==> src/rtl/cla_adder_pipe_pkg.sv <==
// rtl/cla_adder_pipe_pkg.sv - shared constants and parameter checks for the pipelined CLA adder
package cla_adder_pipe_pkg;

  // Width of one lookahead group
  localparam int GROUP_W = 4;

  // Operation select carried on the sub input
  typedef enum logic {
    ADD = 1'b0,
    SUB = 1'b1
  } mode_e;

  // Legal configuration: at least one stage, and every stage gets a whole number of groups
  function automatic bit cla_params_ok(input int width, input int stages);
    return (stages >= 1) && (width >= GROUP_W * stages) && ((width % (GROUP_W * stages)) == 0);
  endfunction

  // Groups per stage; falls back to 1 on an illegal configuration so elaboration
  // reaches the explicit error instead of dividing by zero
  function automatic int cla_gps(input int width, input int stages);
    return cla_params_ok(width, stages) ? (width / (GROUP_W * stages)) : 1;
  endfunction

endpackage

==> src/rtl/cla_group4.sv <==
// rtl/cla_group4.sv - combinational 4-bit carry-lookahead group
module cla_group4
  import cla_adder_pipe_pkg::*;
(
  input  logic [GROUP_W-1:0] P,
  input  logic [GROUP_W-1:0] G,
  input  logic               cin,
  output logic [GROUP_W-1:0] S,
  output logic               cout,
  output logic               GP,
  output logic               GG
);

  // c[i] is the carry into bit i, each one flattened so no bit ripples through another
  logic [GROUP_W-1:0] c;

  assign c[0] = cin;
  assign c[1] = G[0] | (P[0] & cin);
  assign c[2] = G[1] | (P[1] & G[0]) | (P[1] & P[0] & cin);
  assign c[3] = G[2] | (P[2] & G[1]) | (P[2] & P[1] & G[0]) | (P[2] & P[1] & P[0] & cin);

  assign S = P ^ c;

  // Group propagate/generate let the next group take its carry without waiting on c[3]
  assign GP = &P;
  assign GG = G[3] | (P[3] & G[2]) | (P[3] & P[2] & G[1]) | (P[3] & P[2] & P[1] & G[0]);

  assign cout = GG | (GP & cin);

endmodule

==> src/rtl/cla_adder_pipe.sv <==
// rtl/cla_adder_pipe.sv - pipelined carry-lookahead adder/subtractor with valid/ready handshake
module cla_adder_pipe
  import cla_adder_pipe_pkg::*;
#(
  parameter int WIDTH  = 16,
  parameter int STAGES = 2
) (
  input  logic             clk,
  input  logic             rst_n,
  input  logic             in_valid,
  output logic             in_ready,
  input  logic [WIDTH-1:0] A,
  input  logic [WIDTH-1:0] B,
  input  logic             sub,
  input  logic             cin,
  output logic             out_valid,
  input  logic             out_ready,
  output logic [WIDTH-1:0] S,
  output logic             CO,
  output logic             OV,
  output logic             Z
);

  localparam int GPS  = cla_gps(WIDTH, STAGES);
  localparam int SW   = GPS * GROUP_W;
  localparam int LAST = STAGES - 1;

  if (!cla_params_ok(WIDTH, STAGES)) begin : g_param_check
    $error("cla_adder_pipe: WIDTH must be a nonzero multiple of 4*STAGES and STAGES >= 1");
  end

  // Per-stage registers. a_q/b_q are the skew registers (operand bits not yet
  // consumed, with B already inverted for subtract); s_q is the alignment
  // register holding the sum bits finished so far; c_q is the inter-stage carry.
  logic [WIDTH-1:0]  a_q [STAGES];
  logic [WIDTH-1:0]  b_q [STAGES];
  logic [WIDTH-1:0]  s_q [STAGES];
  logic [STAGES-1:0] c_q;
  logic [STAGES-1:0] v_q;
  logic              ov_q;
  logic              z_q;

  // Next-state values produced by each stage's combinational slice
  logic [WIDTH-1:0]  a_d [STAGES];
  logic [WIDTH-1:0]  b_d [STAGES];
  logic [WIDTH-1:0]  s_d [STAGES];
  logic [STAGES-1:0] c_d;
  logic              ov_d;
  logic              z_d;

  // Single global stall: everything moves together or nothing moves
  logic adv;

  for (genvar k = 0; k < STAGES; k++) begin : g_stage
    logic [WIDTH-1:0] a_in;
    logic [WIDTH-1:0] b_in;
    logic [WIDTH-1:0] s_prev;
    logic             c_in;
    logic [SW-1:0]    s_slice;
    logic             gc   [GPS];
    logic             co_v [GPS];
    logic             gp_v [GPS];
    logic             gg_v [GPS];
    logic             sgp;
    logic             sgg;

    if (k == 0) begin : g_head
      // Subtract is resolved once here: invert B and force the carry-in
      assign a_in   = A;
      assign b_in   = (sub == SUB) ? ~B : B;
      assign c_in   = (sub == SUB) ? 1'b1 : cin;
      assign s_prev = '0;
    end else begin : g_body
      assign a_in   = a_q[k-1];
      assign b_in   = b_q[k-1];
      assign c_in   = c_q[k-1];
      assign s_prev = s_q[k-1];
    end

    for (genvar j = 0; j < GPS; j++) begin : g_group
      localparam int LSB = k * SW + j * GROUP_W;

      if (j == 0) begin : g_cin_first
        assign gc[j] = c_in;
      end else begin : g_cin_chain
        assign gc[j] = co_v[j-1];
      end

      cla_group4 u_group (
        .P    (a_in[LSB +: GROUP_W] ^ b_in[LSB +: GROUP_W]),
        .G    (a_in[LSB +: GROUP_W] & b_in[LSB +: GROUP_W]),
        .cin  (gc[j]),
        .S    (s_slice[j*GROUP_W +: GROUP_W]),
        .cout (co_v[j]),
        .GP   (gp_v[j]),
        .GG   (gg_v[j])
      );
    end

    // Stage-level propagate/generate, so the registered carry does not wait on the group chain
    always_comb begin
      sgp = 1'b1;
      sgg = 1'b0;
      for (int i = 0; i < GPS; i++) begin
        sgg = gg_v[i] | (gp_v[i] & sgg);
        sgp = sgp & gp_v[i];
      end
    end

    assign c_d[k] = sgg | (sgp & c_in);
    assign a_d[k] = a_in;
    assign b_d[k] = b_in;
    // Bits at and above this slice are still zero in s_prev, so OR-ing places the slice
    assign s_d[k] = s_prev | (WIDTH'(s_slice) << (k * SW));
  end

  // Flags use the last stage's operand sign bits, which rode along in the skew registers
  assign ov_d = (a_d[LAST][WIDTH-1] == b_d[LAST][WIDTH-1]) &&
                (s_d[LAST][WIDTH-1] != a_d[LAST][WIDTH-1]);
  assign z_d  = (s_d[LAST] == '0);

  assign adv       = !v_q[LAST] || out_ready;
  assign in_ready  = adv;
  assign out_valid = v_q[LAST];
  assign S         = s_q[LAST];
  assign CO        = c_q[LAST];
  assign OV        = ov_q;
  assign Z         = z_q;

  // Pipeline registers: advance all stages on adv, hold otherwise; bubbles keep their slot
  always_ff @(posedge clk or negedge rst_n) begin
    if (!rst_n) begin
      for (int k = 0; k < STAGES; k++) begin
        a_q[k] <= '0;
        b_q[k] <= '0;
        s_q[k] <= '0;
      end
      c_q  <= '0;
      v_q  <= '0;
      ov_q <= 1'b0;
      z_q  <= 1'b0;
    end else if (adv) begin
      for (int k = 0; k < STAGES; k++) begin
        a_q[k] <= a_d[k];
        b_q[k] <= b_d[k];
        s_q[k] <= s_d[k];
      end
      c_q  <= c_d;
      v_q  <= STAGES'({v_q, in_valid});
      ov_q <= ov_d;
      z_q  <= z_d;
    end
  end

endmodule

==> config.mk <==
export PLATFORM = sky130hd
export DESIGN_NAME = cla_adder_pipe
export DESIGN_NICKNAME = d
export VERILOG_FILES = /design/src/rtl/cla_adder_pipe_pkg.sv /design/src/rtl/cla_group4.sv /design/src/rtl/cla_adder_pipe.sv
export SDC_FILE = /design/constraint.sdc
export NUM_CORES = 1
export LEC_CHECK = 0
export ABC_AREA = 1
export BUFFER_PORTS_ARGS = -buffer_cell sky130_fd_sc_hd__buf_2
export CORE_MARGIN = 2
export CORE_UTILIZATION = 45
export DETAILED_ROUTE_END_ITERATION = 8
export GPL_TIMING_DRIVEN = 0
export PLACE_DENSITY = 0.68
export SLEW_MARGIN = 20
export SYNTH_ARGS = -nofsm -noshare
export SYNTH_HDL_FRONTEND = slang
export SYNTH_SLANG_ARGS = --single-unit
==> constraint.sdc <==
create_clock -name clk -period 2.9 [get_ports clk]
set_input_delay 0.145 -clock clk [delete_from_list [all_inputs] [get_ports clk]]
set_output_delay 0.145 -clock clk [all_outputs]
set_load 0.005 [all_outputs]
==> Word-level counts from Yosys, hierarchy flattened <==
Cells that the tools add are included.
{ "totals": {"ff_bits": 62, "inputBits": 38, "out_inout_bits": 21, "elab_cells": 140} }
{ "op_classes": {"eq_ne": 2, "muxes": 2, "n_bitwise": 120, "reduce_logical": 8} }
{ "ops": {"columns": ["op", "count"], "rows": [
  ["1-bit AND", 64],
  ["1-bit bitwise OR", 42],
  ["4-bit bitwise XOR", 8],
  ["4-bit AND", 4],
  ["16-bit logical NOT", 1],
  ["16-bit two-way mux", 1],
  ["16-bit inverter", 1],
  ["8-bit by 16-bit bitwise OR with 16-bit output", 1],
  ["4-bit AND reduction", 4],
  ["1-bit == test", 1],
  ["1-bit logical AND", 1],
  ["1-bit logical NOT", 1],
  ["1-bit logical OR", 1],
  ["1-bit two-way mux", 1],
  ["1-bit != test", 1]
]} }

==> Depth between registers and ports, before layout <==
Gate-level depths: netlist (run 1).
{ "depth": {"word_depth": 12, "ltp_mapped": 16, "ltp_nobuf": 16} }

==> Hierarchy <==
From an unflattened synthesis (run 1), not the netlist that was laid out.
{ "unflattened": {"hier_cells": 362, "hier_area_um2": 2752.6} }
{ "by_module_without_submodules": {"columns": ["mod", "instances", "cells_per_inst", "area_each_um2"], "rows": [
  ["cla_adder_pipe", 1, 242, 2177.1],
  ["cla_group4", 4, 30, 143.9]
]} }

==> Worst setup path before layout (run 1) <==
OpenSTA, ideal clock, no wires.
{ "synth_path": {"kind": "reg2reg", "from": "register a_q, in the netlist g_stage[1].a_in[11]", "to": "register z_q (netlist: Z)", "setup_ps": 65, "arrival_ps": 2035, "required_ps": 2835, "path_slack_ps": 800, "stages_incl_launch_ff": 16, "cell_sequence": "dfrtp_1 ha_1 nand2_1 nand2_1 nor2_1 nand3_2 fa_1 inv_1 nand2_1 nor2_1 nand3_1 nor2_1 nand2_1 nor2_1 nand3_1 nand2_1"} }
{ "synth_lines": {"columns": ["item", "line", "text"], "rows": [
  ["from (decl)", "cla_adder_pipe.sv:35", "logic [WIDTH-1:0] a_q [STAGES];"],
  ["from (signal, indexed assignment)", "cla_adder_pipe.sv:144", "a_q[k] <= a_d[k];"],
  ["4-bit bitwise XOR", "cla_adder_pipe.sv:90", ".P (a_in[LSB +: GROUP_W] ^ b_in[LSB +: GROUP_W]),"],
  ["1-bit AND", "cla_group4.sv:26", "assign GG = G[3] | (P[3] & G[2]) | (P[3] & P[2] & G[1]) | (P[3] & P[2] & P[1] & G[0]);"],
  ["1-bit bitwise OR / 1-bit AND (equally long branches) (2 in series)", "cla_group4.sv:26", null],
  ["1-bit bitwise OR", "cla_group4.sv:26", null],
  ["1-bit bitwise OR (*)", "cla_group4.sv:28", "assign cout = GG | (GP & cin);"],
  ["4-bit bitwise XOR (*)", "cla_group4.sv:22", "assign S = P ^ c;"],
  ["net g_stage[1].g_group[1].u_group.S[0]", "cla_group4.sv:8", "output logic [GROUP_W-1:0] S,"],
  ["8-bit by 16-bit bitwise OR with 16-bit output (*)", "cla_adder_pipe.sv:114", "assign s_d[k] = s_prev | (WIDTH'(s_slice) << (k * SW));"],
  ["16-bit logical NOT (*)", "cla_adder_pipe.sv:120", "assign z_d = (s_d[LAST] == '0);"],
  ["to (signal assigned)", "cla_adder_pipe.sv:151", "z_q <= z_d;"],
  ["to (decl)", "cla_adder_pipe.sv:41", "logic z_q;"]
]} }
Mark *: on every way through the listed nets, which the timed path passes. The rest lies on a longest branch.
A chain may end at the register's enable or synchronous reset.

==> Worst setup path in the final report (run 1) <==
Same ends and word-level chain as after synthesis.

==> results of run 1 <==
==> registers in the layout (all words and copies together) (netlist names) <==
signal          cells
c_q                 2
g_stage.a_in        8
g_stage.s_prev      8
S                  16
Z                   1
v_q                 2
g_stage.b_in        8
OV                  1
==> through the flow <==
| stage | instances | setup WS [ps] | total power [mW] | instance area, sq um |
|---|---|---|---|---|
| global route | 454 | 217.0 | 2.236 | 3105 |
| global placement | 446 | 523.6 | 1.621 | 2995 |
| CTS | 454 | 442.4 | 2.097 | 3105 |
| detailed placement | 446 | 488.3 | 1.647 | 2995 |
| finish | 454 | 461.3 | 2.077 | 3105 |
| floorplan | 317 | 800.0 | 1.371 | 2620 |
==> cells by family (layout without fill, tap and decap cells) <==
kind of cell | count (synthesis) | in the layout | share of synthesized area, %
xor gates and xnor gates | 20 | 20 | 6.686
and+or+nand+nor | 148 | 148 | 23.78
buffers and inverters | 44 | 109 | 6.877
AOI/OAI and AO/OA | 39 | 39 | 8.023
adders and majority gates | 20 | 20 | 10.70
DFF | 46 | 46 | 43.93
==> cell usage after synthesis <==
library cell | count | area, sq um
nand3_1 | 9 | 45.04
nor2_8 | 1 | 20.02
a21o_1 | 1 | 7.510
nor2_2 | 1 | 6.260
buf_6 | 1 | 11.26
ha_1 | 16 | 200.2
xnor2_1 | 11 | 96.34
a211oi_2 | 1 | 12.51
nand2_1 | 100 | 375.4
nand2_2 | 2 | 12.51
o22ai_1 | 1 | 6.260
dfrtp_1 | 46 | 1151
nor2_1 | 26 | 97.59
nand4_1 | 4 | 25.02
inv_1 | 32 | 120.1
and3_1 | 1 | 6.260
buf_4 | 1 | 7.510
inv_2 | 1 | 3.750
a31oi_1 | 3 | 18.77
nand3b_1 | 2 | 15.01
clkbuf_1 | 6 | 22.52
buf_2 | 3 | 15.01
o21ai_1 | 4 | 20.02
a21oi_1 | 5 | 25.02
xor2_1 | 9 | 78.83
fa_1 | 4 | 80.08
nand3_2 | 2 | 20.02
o21ai_0 | 24 | 120.1
==> cell usage in the layout (no fill, tap or decap), types with 5 or more instances in the layout <==
cell type,netlist,final
a21oi_1,5,5
buf_2,3,60
clkbuf_1,6,6
clkbuf_8,0,8
dfrtp_1,46,46
ha_1,16,16
inv_1,32,32
nand2_1,100,100
nand3_1,9,9
nor2_1,26,26
o21ai_0,24,24
xnor2_1,11,11
xor2_1,9,9
==> routing by layer <==
layer / vias up / routed length (microns) / part of all wire (%) / track usage [%]
met5: - / 0 / 0 / 0
li1: 1123 / - / - / -
met3: 4 / 295 / 5.2 / 2.472
met2: 52 / 2661 / 47 / 32.00
met4: 0 / 55 / 0.98 / 5.085
met1: 1013 / 2624 / 47 / 23.68
==> cell type report <==
| cell class | count | share of cell area [%] |
|---|---|---|
| multi-input combinational | 227 | 41.50 |
| clock buffer | 8 | 3.546 |
| tap | 72 | 2.901 |
| sequential | 46 | 37.07 |
| inverter | 33 | 3.989 |
| buffer | 11 | 1.813 |
| timing repair buffer | 57 | 9.186 |
==> power breakdown <==
part	internal, mW	leakage, nW	switching, mW
Clock	0.241	0.0575	0.208
Combinational	0.302	1.05	0.412
Sequential	0.810	0.552	0.103
Total	1.35	1.66	0.723
==> worst min path at each step <==
stage | end | depth (start not counted) | slack (ps) | from
after floorplan | OV | 0 | -150 | rst_n
after global placement | g_stage[1].a_in[11] | 3 | 340 | A[11]
after CTS | g_stage[1].a_in[13] | 3 | 40 | A[13]
after detailed placement | g_stage[1].a_in[10] | 3 | 340 | A[10]
final | g_stage[1].a_in[9] | 1 | 20 | rst_n
after global routing | g_stage[1].a_in[10] | 3 | 50 | A[10]
==> results.tsv, run 1 <==
metric	value	unit
worst-margin pin slew	1021	ps
clock latency on the worst-skew pair	290	ps
worst-path cell chain	ha_1 > nand2_1 > nand2_1 > nor2_1 > nand3_2 > fa_1 > inv_1 > nand2_1 > nor2_1 > nand3_1 > nor2_1 > nand2_1 > nor2_1 > nand3_1 > nand2_1	
Final HPWL DP	4.247	mm
Avg Inst Size Synth	8.265	sq um
Worst path slowest cell	fa_1	
FF+latch count, synth	46	
Register Area	1151	sq um
Synth Warn #	0	
drt pass-1 iters	5	
routability cong.	0.8333	
Final Max Tran Viols	0	
relative slew slack	31.94	%
hold slack	24.42	ps
CP Class	flop to flop	
status	completed	
Worst EP required	3140	ps
WP buf/inv	1	
Peak VDD IR	326.1	uV
residual DRC count	0	
Post-CTS Setup Bufs	0	
RR Endpoint	Z	
Syn Inst Count	317	
Netlist cell types	28	
Post-Route Utilization	55.71	%
chip height	80.31	microns
Max FO, Critical Path	5	
Worst Hold Class	input port to asynchronous set/reset pin	
GR Overflow Total	0	
filler cell count	544	
Detail Route Antenna Nets	0	
CP endpoint	Z	
Initial Util	47.00	%
post-synthesis sequential area ratio	43.94	%
die area	6449	sq um
Post-Synthesis Net Count	375	
Die X	80.31	microns
clock sink count	46	
total track usage	18.29	%
Leak	1.661	nW
CP Capture Type	flop	
area grow syn2layout	18.53	%
violation count after the first detailed-routing iteration	110	
CTS tree	done	
max incr delay on CP	470	ps
Achievable Freq	410.1	MHz
Cell Area, Synth	2620	sq um
n_diodes	0	
clock skew	6.167	ps
vias in the first global route	2003	
maxcap violations	0	
post_cts resized	0	
WP data arrival	2680	ps
largest net degree at the start of global routing	47	
most frequent CP cell	nand2_1	
buffers added on ports	57	
Hold Vio Cnt, Final	0	
worst setup path start	g_stage[1].a_in[11]	
r2r worst-path depth	15	
footprint of the multi-input gates	1289	sq um
DR vias	2192	
FF-to-FF Start	g_stage[1].a_in[11]	
RSZ-0062 raised after global routing	false	
setup violators final	0	
setup slack, reg-to-reg	460	ps
layout cells sized above 1	20.42	%
Max Root-Sink Buffers	2	
Root Driver	clkbuf_8	
critical path depth in cells	15	
pwr dens	668.7	nW/um^2
vias per inst	4.828	
min Tclk post-route	2439	ps
io pins	59	
Detailed Route WL	5.637	mm
Layout Nets	439	
Worst path top cell family by delay	simple AND/OR/NAND/NOR gates	
CP startpoint kind	flop	
row count	27	
core area	5574	sq um
H-tree depth	2	
first-pass GRT wire length	9.066	mm
Final Cycle Share	84.09	%
antenna violations before repair	0	
cts hold-fix bufs	0	
clock-pin slew on the worst setup and hold paths	80	ps
Total Negative Setup Slacks	0	ps
total CTS buffers	5	
WL/cell	12.42	microns
Power figures use the tool's default switching activity.
==> run 2: changes to the inputs <==
clock period = 2.5 ns   (was 2.9 ns; I/O delays follow)
==> run 2 against run 1 <==
Compared with the run above:
- first-iteration DRC count decreased by 6.4%
- sequential share of layout area down 1.2 points
- worst hold slack got worse by 20 ps
- routed wire length rose by 6.1%
- core utilization up 1.8 points
- design area up 3.2%
- sequential cell count did not move
- non-clock buffer count increased by 5
- register-to-register slack worse by 340 ps
- global-route usage did not move
- count of clock-buffer cells in the layout stayed put
- highest routed layer unchanged
==> results.tsv, run 2 (synthesis results as in run 1) <==
metric	value	unit
commonest non-fill, non-tap cells in the layout	nand2_1 (97), buf_2 (60), dfrtp_1 (46), inv_1 (31), o21ai_0 (24)	
Root Driver	clkbuf_8	
Initial Util	47.00	%
clock skew	2.877	ps
r2r worst-path depth	15	
WP data arrival	2620	ps
residual DRC count	0	
status	completed	
antenna violations before repair	0	
relative slew slack	31.99	%
Worst EP required	2740	ps
chip height	80.31	microns
core area	5574	sq um
row count	27	
n_diodes	0	
CP startpoint kind	flop	
clock sink count	46	
die area	6449	sq um
Final HPWL DP	4.247	mm
Layout Nets	444	
Worst Hold Class	input port to asynchronous set/reset pin	
met2 global-route usage	32.00	%
vias in the first global route	2003	
Achievable Freq	419.8	MHz
number of flip-flops in the largest register	16	
total CTS buffers	5	
commonest non-fill, non-tap cell in the layout	nand2_1	
Max Root-Sink Buffers	2	
setup violators final	0	
hold slack	4.826	ps
WL/cell	13.03	microns
global routing usage on met1	23.68	%
Final Max Tran Viols	0	
maxcap violations	0	
vias per inst	4.810	
drt pass-1 iters	4	
Final Cycle Share	95.28	%
routability cong.	0.8333	
Detailed Route WL	5.981	mm
Max FO, Critical Path	5	
clock-pin slew on the worst setup and hold paths	80	ps
buffers added on ports	57	
M3 GR Usage	2.472	%
RSZ-0062 raised after global routing	true	
min Tclk post-route	2382	ps
CP Class	flop to flop	
Peak VDD IR	383.8	uV
filler cell count	539	
GR Overflow Total	0	
worst-margin pin slew	1020	ps
first-pass GRT wire length	9.066	mm
cts hold-fix bufs	0	
clock latency on the worst-skew pair	290	ps
H-tree depth	2	
layout cells sized above 1	24.03	%
DR vias	2208	
violation count after the first detailed-routing iteration	103	
total track usage	18.29	%
Post-Route Utilization	57.51	%
area grow syn2layout	22.35	%
Detail Route Antenna Nets	0	
CTS tree	done	
GRT busiest layer	met2	
largest net degree at the start of global routing	47	
Die X	80.31	microns
Hold Vio Cnt, Final	0	
Leak	1.691	nW
io pins	59	
pwr dens	781.5	nW/um^2
total chip power	2.505	mW
CP Capture Type	flop	
==> run 2: cell types whose count changed in the layout (fill, tap and decap cells not counted), sizes merged <==
cell / previous run / this run
buf: 62 / 67
==> run 2: path summary, 6_finish.rpt <==
path / startpoint / endpoint / slack (ps)
max: g_stage[1].b_in[11] / Z / 120
min: rst_n / g_stage[1].a_in[10] / 5
max reg2reg: g_stage[1].b_in[11] / Z / 120
min reg2reg: v_q[0] / v_q[1] / 460
max in group asynchronous: rst_n / S[1] / 1870
min in group clk: A[13] / g_stage[1].a_in[13] / 30
==> run 2: routing by layer <==
| metal | vias to the layer above | part of all wire [%] |
|---|---|---|
| li1 | 1135 | - |
| met1 | 1024 | 46 |
| met2 | 45 | 49 |
| met3 | 4 | 4.2 |
| met4 | 0 | 0.92 |
| met5 | - | 0 |
==> run 2: power by group <==
| part | leakage (nW) | internal (mW) | switching, mW | total, mW |
|---|---|---|---|---|
| combinational | 1.08 | 0.404 | 0.513 | 0.917 |
| clock | 0.0575 | 0.279 | 0.241 | 0.521 |
| sequential | 0.552 | 0.940 | 0.127 | 1.07 |
| total | 1.69 | 1.62 | 0.882 | 2.51 |
==> run 2: layout make-up <==
type	count	area [sq um]	area share (%)
Timing Repair Buffer	62	322.8	10.07
Buffer	11	56.30	1.756
Clock buffer	8	110.1	3.435
Sequential cell	46	1151	35.91
Tap cell	72	90.09	2.810
Multi-Input combinational cell	227	1351	42.15
Inverter	33	123.9	3.864
==> run 2: repair_timing <==
item,in CTS,in global routing
resized for setup,0,12
buffers inserted,0,5
setup endpoints to repair,0,1
==> run 2: stage by stage <==
stage | area (sq um) | setup TNS [ps] | cells | setup slack (ps)
floorplan | 2620 | 0 | 317 | 400.0
global placement | 2995 | 0 | 446 | 123.6
detailed placement | 2995 | 0 | 446 | 88.27
CTS | 3105 | 0 | 454 | 42.37
global route | 3206 | -76.63 | 459 | -76.63
finish | 3206 | 0 | 459 | 117.9
==> run 2: worst max-delay path, cell delays in order (launching register included) <==
cell and delay [ps]:
dfrtp_1 430, ha_4 280, nand2_4 80, nor2_4 30, nor2_2 120, nand3_2 120, fa_1 520, inv_2 90
nand2_2 50, nor2_1 90, nand3_1 70, nor2_1 130, nand2_1 70, nor2_2 110, nand3_1 70, nand2_1 60
